### config.mk
export PLATFORM = sky130hd
export DESIGN_NAME = onehot_strobe_dec
export DESIGN_NICKNAME = d
export VERILOG_FILES = /design/src/rtl/dec_pkg.sv /design/src/rtl/onehot_strobe_dec_strobe_timer.sv /design/src/rtl/onehot_strobe_dec.sv
export SDC_FILE = /design/constraint.sdc
export NUM_CORES = 1
export LEC_CHECK = 0
export ABC_AREA = 1
export ABC_CLOCK_PERIOD_IN_PS = 1800
export CELL_PAD_IN_SITES_DETAIL_PLACEMENT = 0
export CELL_PAD_IN_SITES_GLOBAL_PLACEMENT = 1
export CORE_AREA = 2 2 39 41
export CTS_CLUSTER_SIZE = 40
export DETAILED_ROUTE_END_ITERATION = 8
export DIE_AREA = 0 0 41 43
export PLACE_DENSITY_LB_ADDON = 0.05
export RECOVER_POWER = 100
export SYNTH_ARGS = -nofsm -noshare
export SYNTH_HDL_FRONTEND = slang
export SYNTH_SLANG_ARGS = --single-unit
export TNS_END_PERCENT = 20
### constraint.sdc
create_clock -name clk -period 1.8 [get_ports clk]
set_clock_uncertainty 0.1 [all_clocks]
set_input_delay 0.18 -clock clk [delete_from_list [all_inputs] [get_ports clk]]
set_output_delay 0.18 -clock clk [all_outputs]
set_load 0.01 [all_outputs]
### src/rtl/dec_pkg.sv
// Shared types and constants for the one-hot strobe decoder.
package dec_pkg;

  typedef enum logic {
    IDLE   = 1'b0,
    STROBE = 1'b1
  } state_t;

  localparam int DEC_DEFAULT_W = 2;
  localparam int DEC_CNT_W     = 16;

  function automatic logic [DEC_CNT_W-1:0] sat_inc(input logic [DEC_CNT_W-1:0] v);
    return (v == '1) ? v : v + DEC_CNT_W'(1);
  endfunction

endpackage

### src/rtl/onehot_strobe_dec_strobe_timer.sv
// Loadable down-counter timing the strobe length; expired when it reaches zero.
module strobe_timer #(
  parameter int HOLD = 3
) (
  input  logic clk,
  input  logic rst_n,
  input  logic load,
  input  logic clear,
  output logic expired
);

  localparam int CW = (HOLD < 1) ? 1 : $clog2(HOLD + 1);
  localparam logic [CW-1:0] LOAD_VAL = CW'(HOLD - 1);

  logic [CW-1:0] cnt;

  always_ff @(posedge clk or negedge rst_n) begin
    if (!rst_n) begin
      cnt <= '0;
    end else if (clear) begin
      cnt <= '0;
    end else if (load) begin
      cnt <= LOAD_VAL;
    end else if (cnt != '0) begin
      cnt <= cnt - CW'(1);
    end
  end

  assign expired = (cnt == '0);

endmodule

### src/rtl/onehot_strobe_dec.sv
// Binary-to-one-hot strobe decoder: holds o[code] high for HOLD cycles, then pulses done.
// Build option ONEHOT_STROBE_DEC_COUNT_EN adds a saturating completed-strobe counter.
module onehot_strobe_dec
  import dec_pkg::*;
#(
  parameter int W    = DEC_DEFAULT_W,
  parameter int HOLD = 3
) (
  input  logic            clk,
  input  logic            rst_n,
  input  logic            enable,
  input  logic            in_valid,
  input  logic [W-1:0]    in_code,
  output logic            in_ready,
  output logic [2**W-1:0] o,
  output logic            busy,
  output logic            done
`ifdef ONEHOT_STROBE_DEC_COUNT_EN
  ,
  output logic [DEC_CNT_W-1:0] strobe_cnt
`endif
);

  localparam int OW = 2**W;

  state_t state;
  logic   accept;
  logic   abort;
  logic   expired;
  logic   finish;

  assign in_ready = rst_n & enable & (state == IDLE);
  assign busy     = (state == STROBE);
  assign accept   = in_valid & in_ready;
  assign abort    = (state == STROBE) & ~enable;
  // Abort wins over expiry, so an expiring strobe with enable low gives no done.
  assign finish   = (state == STROBE) & enable & expired;

  strobe_timer #(
    .HOLD(HOLD)
  ) u_timer (
    .clk    (clk),
    .rst_n  (rst_n),
    .load   (accept),
    .clear  (abort),
    .expired(expired)
  );

  always_ff @(posedge clk or negedge rst_n) begin
    if (!rst_n) begin
      state <= IDLE;
      o     <= '0;
      done  <= 1'b0;
    end else begin
      done <= 1'b0;
      case (state)
        IDLE: begin
          if (accept) begin
            o     <= OW'(1) << in_code;
            state <= STROBE;
          end
        end
        STROBE: begin
          if (abort) begin
            o     <= '0;
            state <= IDLE;
          end else if (finish) begin
            o     <= '0;
            done  <= 1'b1;
            state <= IDLE;
          end
        end
        default: begin
          o     <= '0;
          state <= IDLE;
        end
      endcase
    end
  end

`ifdef ONEHOT_STROBE_DEC_COUNT_EN
  always_ff @(posedge clk or negedge rst_n) begin
    if (!rst_n) begin
      strobe_cnt <= '0;
    end else if (finish) begin
      strobe_cnt <= sat_inc(strobe_cnt);
    end
  end
`endif

endmodule

## Word level (Yosys, flattened, before mapping)

Cells that the tools add are included.

- Add/subtract/negate cells: 1
- Equality and inequality tests: 2
- Shifts and indexed selects: 1
- Multiplexer cells: 14
- Bitwise gates (word level): 8
- Reduce and logical (&&, ||, !) cells: 4

Operator list:

| kind | count |
|---|---|
| $mux W4 | 3 |
| $pmux W4 S2 | 1 |
| $and A1 B1 Y1 | 6 |
| $mux W1 | 6 |
| $mux W2 | 3 |
| $shl A1 B2 Y4 const A | 1 |
| $ne A3 B1 Y1 const B | 1 |
| $reduce_bool A3 Y1 | 1 |
| $logic_not A2 Y1 | 1 |
| $ne A2 B2 Y1 const B | 1 |
| $not A1 Y1 | 2 |
| $pmux W1 S2 | 1 |
| $reduce_and A2 Y1 | 1 |
| $reduce_bool A2 Y1 | 1 |
| $sub A2 B1 Y2 const B | 1 |

- Register bits after elaboration: 8
- Bits of input ports: 6
- Output and inout port bits: 7
- Word-level logic and storage cells: 34

## Logic depth before layout (Yosys ltp)

- Depth after elaboration: 5
- Mapped depth: 7
- Gate-level depth less buffers: 7

## Hierarchy

Synthesis repeated with hierarchy kept, for this count alone.

- Cell total of the unflattened synthesis: 56
- Area total of the unflattened synthesis: 431.7 um^2

Modules (own cells, without submodules):

| module | instances | cells an instance | area an instance (um^2) | sequential area each (um^2) |
|---|---|---|---|---|
| onehot_strobe_dec | 1 | 40 | 312.8 | 150.1 |
| strobe_timer | 1 | 16 | 118.9 | 50.0 |

## Worst setup path after synthesis

No wires, ideal clock.

- Kind: register to register
- Start point: register u_timer.cnt[0]
- End point: register o[0]
- Library setup time: 0.065 ns
- Arrival: 0.997 ns
- Data required time: 1.635 ns
- Path slack: 0.638 ns
- Cell stages (with the launch flop): 8
- Path buffers: 0
- Path through: dfrtp_1 inv_1 ha_1 inv_1 nand3_2 nand2_2 nand2_1 nand2_1

- Word-level cells in the longest chain between the ends: 4

RTL lines:

| element | RTL line | RTL |
|---|---|---|
| start, declared | onehot_strobe_dec_strobe_timer.sv:15 | `logic [CW-1:0] cnt;` |
| start signal, assigned | onehot_strobe_dec_strobe_timer.sv:25 | `cnt <= cnt - CW'(1);` |
| $logic_not A2 Y1 | onehot_strobe_dec_strobe_timer.sv:29 | `assign expired = (cnt == '0);` |
| $and A1 B1 Y1 | onehot_strobe_dec.sv:37 | `assign finish = (state == STROBE) & enable & expired;` |
| $ne A3 B1 Y1 (no source line) | - |  |
| $reduce_and A2 Y1 (no source line) | - |  |
| end signal, assigned | onehot_strobe_dec.sv:59 | `o <= OW'(1) << in_code;` |
| end, declared | onehot_strobe_dec.sv:15 | `output logic [2**W-1:0] o,` |

Every way passes these cells.
A chain may end at the register's enable or synchronous reset.

## Final worst setup path

- Start point: input port rst_n
- End point: output port in_ready

- Word-level cells in the longest chain between the ends: 2

RTL lines:

| element | RTL line | RTL |
|---|---|---|
| start, declared | onehot_strobe_dec.sv:10 | `input logic rst_n,` |
| $and A1 B1 Y1 (2 in a row) | onehot_strobe_dec.sv:32 | `assign in_ready = rst_n & enable & (state == IDLE);` |
| end, declared | onehot_strobe_dec.sv:14 | `output logic in_ready,` |

Every way passes these cells.

==> summary.txt <==
outcome = finished clean
worst endpoint required time = 1520 ps
number of cells on the worst reg-to-reg path = 7
post-route insts no fill = 85
CTS HTree Levels = 1
Setup Buffers After CTS = 0
HPWL after DPL = 644 microns
clock sink total = 8
Die Area = 1760 sq um
detailed-route via count = 357
vias in the first global route = 309
Max-slew headroom = 69.4%
Pwr Density = 1070 nW/um^2
Commonest cells post-synth = 17 x nand2_1, 8 x dfrtp_1, 6 x inv_1
DRC = 0
per-cell routed wire length = 9.45 microns
count leader, synth = nand2_1
delay-heaviest family, CP = buffers and inverters
FFs w/ async S/R, synth = 100%
Synth area leader = dfrtp_1
IO buf count = 12
setup_tns = 0 ps
Mapped Avg Cell Area = 8.29 sq um
max-cap violations = 0
EDFF count, synth = 0
critical path depth = 4
Placer Congestion = 0.703
worst-path fanout max = 2
worst reg-to-reg setup slack = 400 ps
worst vdd ir = 0.000341 V
Max Slew Vio Count = 0
Yosys warnings = 0
PnR Total Power = 0.633 mW
Critical Path Slowest Stage Cell = clkdlybuf4s50_1
top_reg_cell synth = dfrtp_1
Nets = 78
clk slew on worst S/H paths = 60 ps
synthesized area = 423 sq um
CORE AREA = 1380 sq um
Final setup viols = 0
initial antenna violation count = 0
Clock Latency Late Sink = 250 ps
ratio of cells with drive above 1 in the final layout = 14.5%
critical path cell sequence = clkdlybuf4s50_1, nand2_2, nor2_2, clkdlybuf4s50_1
placed insts = 82
Data arrival, critical path = 1420 ps
first-pass detailed-route iteration total = 2
syn nets = 58
post_cts resized = 0
max frequency = 588 MHz
row cnt = 14
CTS tree = built
IO Pins = 13
Worst setup SP type = primary input
antenna cells = 0
overall die height = 43 microns
final antenna-violating net count = 0
Most common cell on crit path = clkdlybuf4s50_1
Post-Route WL = 803 microns
synth-to-layout area growth = 40.2%
CP max stage delay = 550 ps
leakage = 0.322 nW
part of the cycle the worst path needs = 94.4%
critical path class = in2out
Hold Vio Cnt, Final = 0
Remaining Overflow, GRT = 0
post-route minimum period = 1700 ps
first-pass GRT wire length = 1.30 mm
largest cells by area after synthesis = dfrtp_1 47%, nand2_1 15%, inv_1 5.3%
via/cell ratio = 4.20
Num CTS Buffers = 3
Seq cells post-synth = 8
initial drt markers = 7
Synth top area share = 47.3%
# hold bufs at CTS = 0
largest net degree at the start of global routing = 9
Buf/Inv on CP = 2
RSZ-0062 raised after global routing = no
HP Class = in2async
post-synth cell types = 15
Initial Util = 30.6%
GRT Util Overall = 11.3%
clk root buf = clkbuf_4
CP Capture Type = output port
die width = 41 microns
worst-margin pin slew = 460 ps
register area share after synthesis = 47.3%
Max clock buf depth = 2
Mapped Cells = 51
-- layer usage --
| layer | GRT usage, % | up-vias | wire, microns |
|---|---|---|---|
| li1 | - | 197 | - |
| met4 | 6.00 | 0 | 0 |
| met1 | 17.8 | 152 | 427 |
| met5 | 0 | - | 0 |
| met3 | 3.14 | 0 | 41 |
| met2 | 13.4 | 8 | 334 |
-- final timing paths --
| path | start | end |
|---|---|---|
| worst max-delay path | rst_n | in_ready |
| worst min register to register | o[0]$_DFFE_PN0P_ | o[0]$_DFFE_PN0P_ |
| worst max register to register | u_timer.cnt[0]$_DFFE_PN0P_ | o[1]$_DFFE_PN0P_ |
| max in group asynchronous | rst_n | o[2]$_DFFE_PN0P_ |
| worst min-delay path | rst_n | u_timer.cnt[1]$_DFFE_PN0P_ |
| min in group clk | o[0]$_DFFE_PN0P_ | o[0]$_DFFE_PN0P_ |
-- cell families after synthesis --
group / after synthesis / synth area share (%)
buf+inv: 7 / 7.99
fa+ha+maj: 1 / 2.96
simple gates: 31 / 33.1
compound gates: 4 / 8.58
flops: 8 / 47.3
-- layout make-up --
class	count	area [sq um]
fillers	158	791
repair buffers	16	146
inverters	6	22.5
flip-flops and latches	8	200
multi-input cells	36	181
well taps	16	20.0
clock buffers	3	22.5
-- through the flow --
step | instance area (sq um) | hold slack [ps] | setup slack (ps) | util [%]
detailed placement | 582 | 359 | 94.4 | 42.0
global placement | 582 | 355 | 107 | 42.0
floorplan | 423 | -216 | 638 | -
CTS | 604 | 189 | 88.1 | 43.7
finish | 593 | 291 | 100 | 42.9
global route | 593 | 338 | 68.1 | 42.9
-- sequential cells by signal, indices dropped and copies added (netlist names) --
name and cells:
done 1, busy 1, u_timer.cnt 2, o 4
-- cell usage in the layout, fill, tap and decap left out, drive strengths merged --
master,instances
nand2,20
a21oi,1
nor2,4
ha,1
nand3,5
clkbuf,4
dlygate4sd3,6
clkdlybuf4s50,6
inv,6
a21boi,1
o21ai,1
buf,3
dfrtp,8
o21bai,1
nor3,2
-- where the power goes --
part           total (mW)  internal, mW  switching (mW)  leakage, nW
clock network       0.139        0.0764          0.0623       0.0138
logic               0.242         0.117           0.124        0.205
registers           0.253         0.230          0.0224        0.104
(Power assumes the default switching activity.)
